==> config.mk <==
export PLATFORM = sky130hd
export DESIGN_NAME = vector_load_unpacker
export DESIGN_NICKNAME = d
export VERILOG_FILES = /design/src/rtl/vector_load_unpacker.sv
export SDC_FILE = /design/constraint.sdc
export NUM_CORES = 1
export LEC_CHECK = 0
export CAP_MARGIN = 20
export CORE_AREA = 5 5 123 125
export CTS_CLUSTER_SIZE = 40
export DETAILED_ROUTE_END_ITERATION = 12
export DIE_AREA = 0 0 128 130
export DONT_BUFFER_PORTS = 1
export PLACE_DENSITY = 0.75
export SLEW_MARGIN = 20
export SYNTH_ARGS = -nofsm -noshare
export SYNTH_HDL_FRONTEND = slang
export SYNTH_SLANG_ARGS = --single-unit
==> constraint.sdc <==
create_clock -name clk -period 6.5 [get_ports clk]
set_input_delay 0.975 -clock clk [delete_from_list [all_inputs] [get_ports clk]]
set_output_delay 0.975 -clock clk [all_outputs]
set_load 0.01 [all_outputs]
==> src/rtl/vector_load_unpacker.sv <==
// ---------------------------------------------------------------------------
// vector_load_unpacker
//
// Read side of the vector memory path. One accepted load request issues a
// single 128-bit read, waits MEM_LATENCY cycles, captures the returned word
// and presents it as sixteen registered byte lanes to the vector register
// writeback stage through a valid/ready handshake.
// Lane 1 is bits [127:120] and lane 16 is bits [7:0], which is the inverse of
// the store packer's ordering.
//
// Parameters:
//   ADDR_W      - memory address width
//   MEM_LATENCY - cycles from the mem_rd_en cycle to valid mem_rdata (1..15)
//
// Ports:
//   clk, rst                  - clock, asynchronous active-high reset
//   load_start, load_addr     - load request and its address
//   load_busy                 - a load_start this cycle would be rejected
//   load_err                  - one-cycle pulse after a rejected load_start
//   mem_rd_en, mem_addr       - one-cycle read strobe and registered address
//   mem_rdata                 - read data from memory
//   lane_valid, lane_ready    - handshake towards writeback
//   vector_lane_1_mem..16_mem - unpacked byte lanes
//
// Optional feature, macro VLOAD_SCALAR_EXTRACT_EN:
//   lane_sel[3:0]    - lane select, sampled with an accepted load_start
//   scalar_lane[7:0] - copy of lane lane_sel+1, loaded at capture time
// ---------------------------------------------------------------------------
module vector_load_unpacker #(
    parameter int ADDR_W      = 32,
    parameter int MEM_LATENCY = 2
) (
    input  logic              clk,
    input  logic              rst,
    input  logic              load_start,
    input  logic [ADDR_W-1:0] load_addr,
    output logic              load_busy,
    output logic              load_err,
    output logic              mem_rd_en,
    output logic [ADDR_W-1:0] mem_addr,
    input  logic [127:0]      mem_rdata,
    output logic              lane_valid,
    input  logic              lane_ready,
    output logic [7:0]        vector_lane_1_mem,
    output logic [7:0]        vector_lane_2_mem,
    output logic [7:0]        vector_lane_3_mem,
    output logic [7:0]        vector_lane_4_mem,
    output logic [7:0]        vector_lane_5_mem,
    output logic [7:0]        vector_lane_6_mem,
    output logic [7:0]        vector_lane_7_mem,
    output logic [7:0]        vector_lane_8_mem,
    output logic [7:0]        vector_lane_9_mem,
    output logic [7:0]        vector_lane_10_mem,
    output logic [7:0]        vector_lane_11_mem,
    output logic [7:0]        vector_lane_12_mem,
    output logic [7:0]        vector_lane_13_mem,
    output logic [7:0]        vector_lane_14_mem,
    output logic [7:0]        vector_lane_15_mem,
    output logic [7:0]        vector_lane_16_mem
`ifdef VLOAD_SCALAR_EXTRACT_EN
    ,
    input  logic [3:0]        lane_sel,
    output logic [7:0]        scalar_lane
`endif
);

    typedef enum logic [1:0] {
        IDLE = 2'd0,
        WAIT = 2'd1,
        HOLD = 2'd2
    } state_t;

    localparam logic [3:0] LAT = 4'(MEM_LATENCY);

    state_t     state;
    logic [3:0] cnt;
    logic [7:0] lanes [16];

`ifdef VLOAD_SCALAR_EXTRACT_EN
    logic [3:0] sel_q;
`endif

    // A request is refused while a read is outstanding, or while captured
    // lanes are still waiting for writeback and writeback is not taking them
    // this cycle. A HOLD cycle with lane_ready high frees the slot, which is
    // what allows a new load to start in the handshake cycle.
    assign load_busy = (state == WAIT) | ((state == HOLD) & ~lane_ready);

    // Single state machine owning every registered output. The read strobe
    // defaults low each cycle so it can never stay high for two cycles.
    // The counter is loaded with the full latency on issue and the word is
    // taken once it reaches zero, which lands the capture at the end of cycle
    // 1+MEM_LATENCY when counting the request cycle as cycle 0.
    always_ff @(posedge clk or posedge rst) begin
        if (rst) begin
            state      <= IDLE;
            cnt        <= '0;
            mem_rd_en  <= 1'b0;
            mem_addr   <= '0;
            lane_valid <= 1'b0;
            load_err   <= 1'b0;
            for (int i = 0; i < 16; i++) begin
                lanes[i] <= 8'h00;
            end
`ifdef VLOAD_SCALAR_EXTRACT_EN
            sel_q       <= 4'd0;
            scalar_lane <= 8'h00;
`endif
        end else begin
            mem_rd_en <= 1'b0;
            load_err  <= load_start & load_busy;

            case (state)
                IDLE: begin
                    if (load_start) begin
                        mem_rd_en <= 1'b1;
                        mem_addr  <= load_addr;
                        cnt       <= LAT;
                        state     <= WAIT;
`ifdef VLOAD_SCALAR_EXTRACT_EN
                        sel_q     <= lane_sel;
`endif
                    end
                end

                WAIT: begin
                    if (cnt != 4'd0) begin
                        cnt <= cnt - 4'd1;
                    end else begin
                        for (int i = 0; i < 16; i++) begin
                            lanes[i] <= mem_rdata[8*(15-i) +: 8];
                        end
`ifdef VLOAD_SCALAR_EXTRACT_EN
                        // ~sel_q equals 15-sel_q, so this picks lane sel_q+1
                        scalar_lane <= mem_rdata[{~sel_q, 3'b000} +: 8];
`endif
                        lane_valid <= 1'b1;
                        state      <= HOLD;
                    end
                end

                HOLD: begin
                    if (lane_ready) begin
                        lane_valid <= 1'b0;
                        if (load_start) begin
                            mem_rd_en <= 1'b1;
                            mem_addr  <= load_addr;
                            cnt       <= LAT;
                            state     <= WAIT;
`ifdef VLOAD_SCALAR_EXTRACT_EN
                            sel_q     <= lane_sel;
`endif
                        end else begin
                            state <= IDLE;
                        end
                    end
                end

                default: begin
                    state <= IDLE;
                end
            endcase
        end
    end

    // Lane registers fan out to the individual writeback ports
    assign vector_lane_1_mem  = lanes[0];
    assign vector_lane_2_mem  = lanes[1];
    assign vector_lane_3_mem  = lanes[2];
    assign vector_lane_4_mem  = lanes[3];
    assign vector_lane_5_mem  = lanes[4];
    assign vector_lane_6_mem  = lanes[5];
    assign vector_lane_7_mem  = lanes[6];
    assign vector_lane_8_mem  = lanes[7];
    assign vector_lane_9_mem  = lanes[8];
    assign vector_lane_10_mem = lanes[9];
    assign vector_lane_11_mem = lanes[10];
    assign vector_lane_12_mem = lanes[11];
    assign vector_lane_13_mem = lanes[12];
    assign vector_lane_14_mem = lanes[13];
    assign vector_lane_15_mem = lanes[14];
    assign vector_lane_16_mem = lanes[15];

endmodule

* Yosys cells after proc, flatten, opt, wreduce, memory -nomap -nowiden *
Index checks and enable logic that the tools add are counted.

word-level totals
  flip-flop bits (word level) = 169
  input bits = 164
  output and inout port bits = 164
  logic and storage cells = 62

cells by class
  add/sub/neg operators = 1
  eq/ne operators = 6
  multiplexer cells = 18
  bitwise operators = 5
  reductions and logical operators = 10

operators by type and width
  cell                   number
  $mux W32               2
  $pmux W32 S2           1
  $mux W4                3
  $pmux W4 S3            1
  $reduce_and A3 Y1      3
  $mux W2                3
  $ne A2 B2 Y1 const B   3
  $pmux W2 S3            1
  $mux W1                5
  $pmux W1 S2            2
  $reduce_and A2 Y1      2
  $reduce_bool A2 Y1     2
  $reduce_bool A4 Y1     1
  $sub A4 B1 Y4 const B  1
  $reduce_bool A3 Y1     1
  $and A1 B1 Y1          2
  $eq A2 B1 Y1 const B   1
  $eq A2 B2 Y1 const B   1
  $logic_not A2 Y1       1
  $ne A2 B1 Y1 const B   1
  $not A1 Y1             2
  $or A1 B1 Y1           1

* Logic depth before layout (Yosys ltp) *
Gate-level depths: netlist of run 1.

  word-level depth = 4
  gate-level depth with buffers = 7
  gate-level depth less buffers = 5

* Worst setup path before layout of run 1 *
No wires, ideal clock.

  path type = input-to-output
  start point = input port lane_ready
  end point = output port load_busy
  arrival time = 1541 ps
  required time = 5525 ps
  setup slack = 3984 ps
  stages = 2
  buffers on the path = 0
  cells stage by stage = or3b_2 > nand2_1

on the way
  cells in the longest elaborated chain, start to end = 3

RTL lines
  item           RTL line  RTL
  from (decl)    43        input logic lane_ready,
  $not A1 Y1     87        assign load_busy = (state == WAIT) | ((state == HOLD) & ~lane_ready);
  $and A1 B1 Y1  87
  $or A1 B1 Y1   87
  to (decl)      37        output logic load_busy,

Every way passes these cells.

* Worst setup path after layout of run 1 *
  start point = register cnt[0]
  end point = register lanes (netlist bit vector_lane_5_mem[7])

on the way
  cells in the longest elaborated chain, start to end = 3

RTL lines
  item                             RTL line  RTL
  from (decl)                      76        logic [3:0] cnt;
  from (signal assigned)           128       cnt <= cnt - 4'd1;
  $reduce_bool A4 Y1               127       if (cnt != 4'd0) begin
  $not A1 Y1 (no line)             -
  $reduce_and A2 Y1 (no line)      -
  to (signal, indexed assignment)  131       lanes[i] <= mem_rdata[8*(15-i) +: 8];
  to (decl)                        77        logic [7:0] lanes [16];

Every way passes these cells.
A chain may end at the register's enable or synchronous reset.

==> run metrics, run 1 <==
Final Skew 4.83 ps; M2 GR Usage 0.306; cell-by-cell listing of the critical path inv_1 > ha_1 > or3b_4 > nand2b_4 > buf_4 > mux2_2; final number of hold-violating endpoints 0; final-layout setup total negative slack 0 ps; final count of negative-setup-slack endpoints 0; static leakage 3.54 nW; max-cap violations 0; clock-pin slew on the worst setup and hold paths 60 ps; instance area at placement 6870 um^2; Worst setup SP type flip-flop; total via count after detailed routing 3,187; post-layout util 0.540; gp weighted congestion approximately 0.76; number of design-rule violations left by the first detailed-router iteration 154; Cell Pwr Density 614 nW/um^2; number of levels in the clock H-tree 4; synthesized netlist net count 545; global-route congestion overflow total 0; die footprint ~17,000 um^2; Max Root-Sink Buffers 2; global routing met1 resource utilization 0.194; Synth cell types 27; post-detailed-placement half-perimeter wirelength 11,100 um; sequential element share of the synthesized area 0.624; Top reg by flops mem_addr; Global Route met3 Usage 0.0851; post-route cell area 7440 um^2; hold-fix buffers at CTS 0; share of final-layout standard cells stronger than drive strength 1 0.506; Reg2Reg Capture Point vector_lane_5_mem[7]$_DFFE_PP0P_; slowest cell delay on critical path 800 ps; ports placed on the boundary 328; transition at the pin with the smallest max-transition slack approximately 900 ps; number of placement rows 43; number of antenna violations at the first check in global routing 0; clock sink total 169; worst reg2reg setup slack 3520 ps; Via density 5.52; Fill cells 1,134; start point of the worst min-delay path cnt[0]$_DFFE_PP0P_; CP Data Arrival Time 3270 ps; post-detailed-routing wire length ~15,000 um; Max FO, Critical Path 58; Port Buffers 0; number of global-route vias before repair between 3k and 4k; Worst Setup End Kind flip-flop; average size of a mapped cell 17.8 um^2; flip-flop count of the largest register after layout 32; overall die height 130 um; clk_lat worst skew ~400 ps; post-detailed-route wirelength per cell 26.0 um; net total in the final layout approximately 550; run status completed; cell with the largest stage delay on the worst path sky130_fd_sc_hd__buf_4; worst relative slew slack 0.401; RSZ-0062 raised after global routing no; number of flip-flops and latches in the synthesized netlist 169; core region area 13,800 um^2; number of synthesis warnings 0; hold path cells 1; timing-limited maximum frequency between 300 and 400 MHz; maximum number of pins on one net before global-route repair 96; Crit Reg-Reg Startpoint cnt[0]$_DFFE_PP0P_; grt peak-use layer met2; critical setup path kind reg -> reg; Mapped Cells 380; clock root cell sky130_fd_sc_hd__clkbuf_16; end point of the worst hold path cnt[0]$_DFFE_PP0P_; shortest clock period the worst path allows after layout 2980 ps; x dimension of the die 128 um; effective utilization at floorplan 0.492; number of gates resized after cts 0; TritonCTS buffer count 17; Hold Path Class reg -> reg; worst reg-to-reg path cell count 6; signed area change from the synthesized netlist to the final layout 9.73%; Final period util 0.458; Post-CTS Setup Repair Bufs 0; ANT nets after route 0; first-pass GRT wire length around 22,000 um; Post-Synthesis Cell Area 6780 um^2; peak ir drop on the vdd network 0.251 mV; final number of max-transition violations 0; clock tree from TritonCTS done; number of search-and-repair iterations in the first detailed-routing pass 4; total global-route track usage 0.178; number of antenna repair diodes 0; Req. time, crit path slightly below 7000 ps; DRC 0
## cell families after synthesis
group	share of synthesized area
xor+xnor	0.00129
buf+inv	0.0266
simple gates	0.0142
mux	0.322
fa+ha+maj	0.00185
compound gates	0.0107
flops	0.624
## layer usage
| metal | routed length [um] | up-vias |
|---|---|---|
| met1 | 5140 | 1622 |
| met5 | 0 | - |
| met2 | 7800 | 213 |
| met4 | 203 | 0 |
| met3 | 1880 | 14 |
| li1 | - | 1338 |
## layout by cell type (no fill, tap or decap), types with 3 or more instances in the layout
master,synthesis,layout
sky130_fd_sc_hd__inv_8,0,3
sky130_fd_sc_hd__dfrtp_1,169,169
sky130_fd_sc_hd__buf_4,0,3
sky130_fd_sc_hd__inv_6,0,3
sky130_fd_sc_hd__mux2_2,62,62
sky130_fd_sc_hd__clkinv_4,0,4
sky130_fd_sc_hd__clkbuf_16,0,17
sky130_fd_sc_hd__nand2_1,4,4
sky130_fd_sc_hd__mux2_4,98,98
sky130_fd_sc_hd__inv_1,6,5
## cell type report
| class | instances | area (um^2) | share of cell area |
|---|---|---|---|
| flip-flops and latches | 169 | 4230 | 0.569 |
| multi-input cells | 187 | 2370 | 0.319 |
| clock buffers | 19 | 453 | 0.0609 |
| well taps | 180 | 225 | 0.0303 |
| clock inverters | 13 | 111 | 0.0150 |
| inverters | 6 | 27.5 | 0.00370 |
| repair buffers | 3 | 22.5 | 0.00303 |
## critical path, delay by kind of cell, from the launching register on
| kind | cells | cell delay [ps] |
|---|---|---|
| AND/OR/NAND/NOR | 2 | 850 |
| buffers and inverters | 2 | 880 |
| flip-flops | 1 | 370 |
| multiplexers | 1 | 430 |
| adder cells (fa/ha/maj) | 1 | 250 |
## worst max path at each step
stage                     slack [ps]                                end               start
after floorplan                  950                 cnt[0]$_DFFE_PP0P_                 rst
after global placement          3680  vector_lane_14_mem[7]$_DFFE_PP0P_  cnt[0]$_DFFE_PP0P_
after detailed placement        3550   vector_lane_5_mem[7]$_DFFE_PP0P_  cnt[0]$_DFFE_PP0P_
after CTS                       3540   vector_lane_5_mem[7]$_DFFE_PP0P_  cnt[0]$_DFFE_PP0P_
after global routing            3370   vector_lane_5_mem[7]$_DFFE_PP0P_  cnt[0]$_DFFE_PP0P_
final                           3520   vector_lane_5_mem[7]$_DFFE_PP0P_  cnt[0]$_DFFE_PP0P_
## cells in the mapped netlist (all sizes together)
cell,n,area share
o2bb2ai,2,0.0026
o221ai,2,0.0026
nor3,1,0.00074
nand3b,1,0.0011
inv,6,0.0033
nor2,1,0.00055
nand2,4,0.0022
dfrtp,169,0.62
buf,17,0.023
a32oi,1,0.0013
mux2i,1,0.0015
clkbuf,1,0.00055
a22o,1,0.0013
or3b,2,0.0030
xnor2,1,0.0013
nand2b,2,0.0030
nor2b,2,0.0018
and2,1,0.00092
o211a,1,0.0015
o21ai,2,0.0015
or2,1,0.00092
mux2,160,0.32
ha,1,0.0018
## per-stage QoR
step           instances  setup slack (ps)  hold slack (ps)  total power, mW
5_1_grt              577              3370              583             4.81
3_3_place_gp         545              3680              520             3.56
2_1_floorplan        380               950              493             3.36
4_1_cts              577              3540              559             4.62
6_report             577              3520              556             4.57
3_5_place_dp         545              3550              540             3.65
## where the power goes
group / internal [mW] / switching [mW]
logic: 0.876 / 0.441
clock network: 0.520 / 0.429
registers: 1.60 / 0.699
Power figures use the tool's default switching activity.
==> inputs of run 2 (changes only) <==
--- a/config.mk
+++ b/config.mk
@@ -5,13 +5,14 @@
 export SDC_FILE = /design/constraint.sdc
 export NUM_CORES = 1
 export LEC_CHECK = 0
+export ABC_AREA = 1
 export CAP_MARGIN = 20
-export CORE_AREA = 5 5 123 125
+export CORE_AREA = 5 5 125 127
 export CTS_CLUSTER_SIZE = 40
 export DETAILED_ROUTE_END_ITERATION = 12
-export DIE_AREA = 0 0 128 130
+export DIE_AREA = 0 0 130 132
 export DONT_BUFFER_PORTS = 1
-export PLACE_DENSITY = 0.75
+export PLACE_DENSITY = 0.78
 export SLEW_MARGIN = 20
 export SYNTH_ARGS = -nofsm -noshare
 export SYNTH_HDL_FRONTEND = slang
==> constraint.sdc (replaced) <==
create_clock -name clk -period 2.64 [get_ports clk]
set_input_delay 0.396 -clock clk [delete_from_list [all_inputs] [get_ports clk]]
set_output_delay 0.396 -clock clk [all_outputs]
set_load 0.01 [all_outputs]
==> run 2 against run 1 <==
Compared with the run above: synthesized cell count is 92% higher; non-clock buffer count up 9; die area rose by 3.1%; utilization up 0.48 points; clock-buffer cell count fell by 2; clock power grew to 2.7 times the previous value; combinational power up 110%; sequential share of layout area shrank 2.6 points; fmax is 64% higher; critical path depth down 1; highest routed layer unchanged.
==> run metrics, run 2 <==
run status completed; number of search-and-repair iterations in the first detailed-routing pass 4 (unchanged); number of antenna violations at the first check in global routing 0 (unchanged); share of the synthesized area in the top cell type 0.594 (-0.0303); leading post-synthesis cells by cell area sky130_fd_sc_hd__dfrtp_1 59%, sky130_fd_sc_hd__nand2_1 13%, sky130_fd_sc_hd__o21ai_2 12%; final number of max-transition violations 0 (unchanged); CP Buf/Inv Count 2 (unchanged); Worst setup SP type flip-flop; Top reg by flops mem_addr; number of placement rows 44 (+2.3%); clock root cell sky130_fd_sc_hd__clkbuf_16; commonest cells after routing, fill and taps aside 245 x sky130_fd_sc_hd__nand2_1, 169 x sky130_fd_sc_hd__dfrtp_1, 136 x sky130_fd_sc_hd__inv_1; average size of a mapped cell 9.77 um^2 (-45%); first-pass GRT wire length 24,800 um (+10%); Port Buffers 0 (unchanged); post-detailed-route wirelength per cell 17.5 um (-33%); clock tree from TritonCTS done; critical setup path kind reg -> reg; post-detailed-placement half-perimeter wirelength 12,400 um (+11%); number of design-rule violations left by the first detailed-router iteration 177 (+15%); slowest cell delay on critical path 380 ps (-420 ps); final number of hold-violating endpoints 0 (unchanged); number of synthesis warnings 0 (unchanged); Hold Path Class in -> reg; ports placed on the boundary 328 (unchanged); peak ir drop on the vdd network 0.668 mV (+170%); Req. time, crit path 2960 ps (-3830 ps); Worst Setup End Kind flip-flop; Max FO, Critical Path 32 (-45%); CP Data Arrival Time 2130 ps (-1140 ps); most numerous cell in the Yosys netlist sky130_fd_sc_hd__nand2_1; total global-route track usage 0.188 (+0.00931); clock-pin slew on the worst setup and hold paths 70 ps (about the same); RSZ-0062 raised after global routing no; net total in the final layout 890 (+62%); synthesized netlist net count 894 (+64%); total via count after detailed routing 4,475 (+40%); largest area contributor in the synthesized netlist sky130_fd_sc_hd__dfrtp_1; setup ws final 827 ps (-2700 ps); Cell Pwr Density 1390 nW/um^2 (+130%); shortest clock period the worst path allows after layout 1810 ps (-1160 ps); cell with the largest stage delay on the worst path sky130_fd_sc_hd__dfrtp_1; core region area 14,300 um^2 (+3.9%); Synth cell types 18 (-33%); Post-synth EDFFs 0 (unchanged); transition at the pin with the smallest max-transition slack 506 ps (-393 ps); flip-flop count of the largest register after layout 32 (unchanged); Post-Synthesis Cell Area 7130 um^2 (+5.1%); total power of the final layout 10.9 mW (+140%); clock sink total 169 (unchanged); gp weighted congestion 0.798 (+5.4%); number of antenna repair diodes 0 (unchanged); number of levels in the clock H-tree 4 (unchanged); sequential element share of the synthesized area 0.594 (-0.0303); post-layout util 0.545 (+0.00478); x dimension of the die 130 um (+1.6%); top post-synthesis cells by count 245 x sky130_fd_sc_hd__nand2_1, 169 x sky130_fd_sc_hd__dfrtp_1, 137 x sky130_fd_sc_hd__inv_1; gate family responsible for the most delay along the worst path buffers and inverters; hold_ws 79.4 ps (-477 ps); Placement Setup Slack 804 ps (-2750 ps); Final period util 0.687 (+0.229); ANT nets after route 0 (unchanged); timing-limited maximum frequency 552 MHz (+64%); overall die height 132 um (+1.5%); post-detailed-routing wire length 16,100 um (+7.5%); TritonCTS buffer count 17 (unchanged); final count of negative-setup-slack endpoints 0 (unchanged); share of final-layout standard cells stronger than drive strength 1 0.198 (-0.308); max-cap violations 0 (unchanged); die footprint 17,200 um^2 (+3.1%); clk_lat worst skew 420 ps (about the same); maximum number of pins on one net before global-route repair 77 (-20%); primary flip-flop cell chosen by synthesis mapping sky130_fd_sc_hd__dfrtp_1; final-layout setup total negative slack 0 ps (unchanged); cell-by-cell listing of the critical path inv_1 > ha_1 > nand3_4 > buf_4 > o21ai_0; Max Root-Sink Buffers 2 (unchanged); share of async-settable or async-resettable flops after synthesis 1.00 (unchanged); static leakage 4.25 nW (+20%); number of global-route vias before repair 4,514 (+22%); Via density 4.86 (-12%); effective utilization at floorplan 0.498 (+0.00563); Mapped Cells 729 (+92%); Fill cells 1,236 (+9.0%); worst relative slew slack 0.662 (+0.261); number of flip-flops and latches in the synthesized netlist 169 (unchanged); global-route congestion overflow total 0 (unchanged); DRC 0 (unchanged); Final Skew 9.24 ps (+4.41 ps); leading cell type in the layout, fill and taps excluded sky130_fd_sc_hd__nand2_1; signed area change from the synthesized netlist to the final layout 9.45%
==> run 2: changes by cell type in the layout (fill, tap and decap cells not counted), sizes merged, moves of 8 or more <==
cell / before / now
buf: 3 / 11
inv: 11 / 142
mux2: 160 / 0
nand2: 4 / 245
nand3: 0 / 9
o21ai: 2 / 128
==> run 2: report_power, final <==
part	switching (mW)	total [mW]	internal (mW)
clock	1.06	2.57	1.51
sequential	1.63	5.52	3.89
combinational	1.67	2.77	1.10
==> run 2: cells by family (layout without fill, tap and decap cells) <==
family                   Yosys count  after routing  synth area share
flip-flops                       169            169             0.594
AO/OA/AOI/OAI                    129            129             0.144
XOR/XNOR                           1              1           0.00123
AND/OR/NAND/NOR                  257            257             0.140
adder cells (fa/ha/maj)            1              1           0.00176
buffers and inverters            172            180             0.120
==> run 2: area by class of cell <==
class | count | area [um^2] | area share
sequential | 169 | 4230 | 0.542
multi-input combinational | 388 | 2040 | 0.262
inverter | 137 | 518 | 0.0664
clock buffer | 17 | 425 | 0.0545
tap | 184 | 230 | 0.0295
clock inverter | 14 | 185 | 0.0237
timing repair buffer | 12 | 168 | 0.0215
==> run 2: path summary, 6_finish.rpt <==
| kind | from | slack (ps) | cells after the start | endpoint |
|---|---|---|---|---|
| max in group asynchronous | rst | 1410 | 3 | vector_lane_12_mem[6]$_DFFE_PP0P_ |
| min in group asynchronous | rst | 500 | 2 | vector_lane_9_mem[0]$_DFFE_PP0P_ |
| setup reg to reg | cnt[0]$_DFFE_PP0P_ | 830 | 5 | vector_lane_2_mem[7]$_DFFE_PP0P_ |
| setup / recovery | cnt[0]$_DFFE_PP0P_ | 830 | 5 | vector_lane_2_mem[7]$_DFFE_PP0P_ |
| hold / removal | load_addr[9] | 80 | 2 | mem_addr[9]$_DFFE_PP0P_ |
| hold reg to reg | cnt[0]$_DFFE_PP0P_ | 520 | 2 | cnt[0]$_DFFE_PP0P_ |
==> run 2: repair_timing <==
item / CTS / global route
hold buffers: 1 / 0
gates resized for setup: 0 / 0
endpoints found under the hold margin: 18 / 0
setup buffers: 0 / 0
==> run 2: metal layers <==
metal / vias to the layer above / global-route usage / part of all wire
li1: 2183 / - / -
met1: 2035 / 0.206 / 0.35
met2: 236 / 0.319 / 0.51
met3: 21 / 0.0835 / 0.12
met4: 0 / 0.0687 / 0.016
met5: - / 0 / 0
==> run 2: metrics by stage <==
stage	instance area, um^2	cells
after CTS	7800	921
final	7800	921
after global routing	7800	921
after floorplan	7130	729
after global placement	7180	889
after detailed placement	7180	889
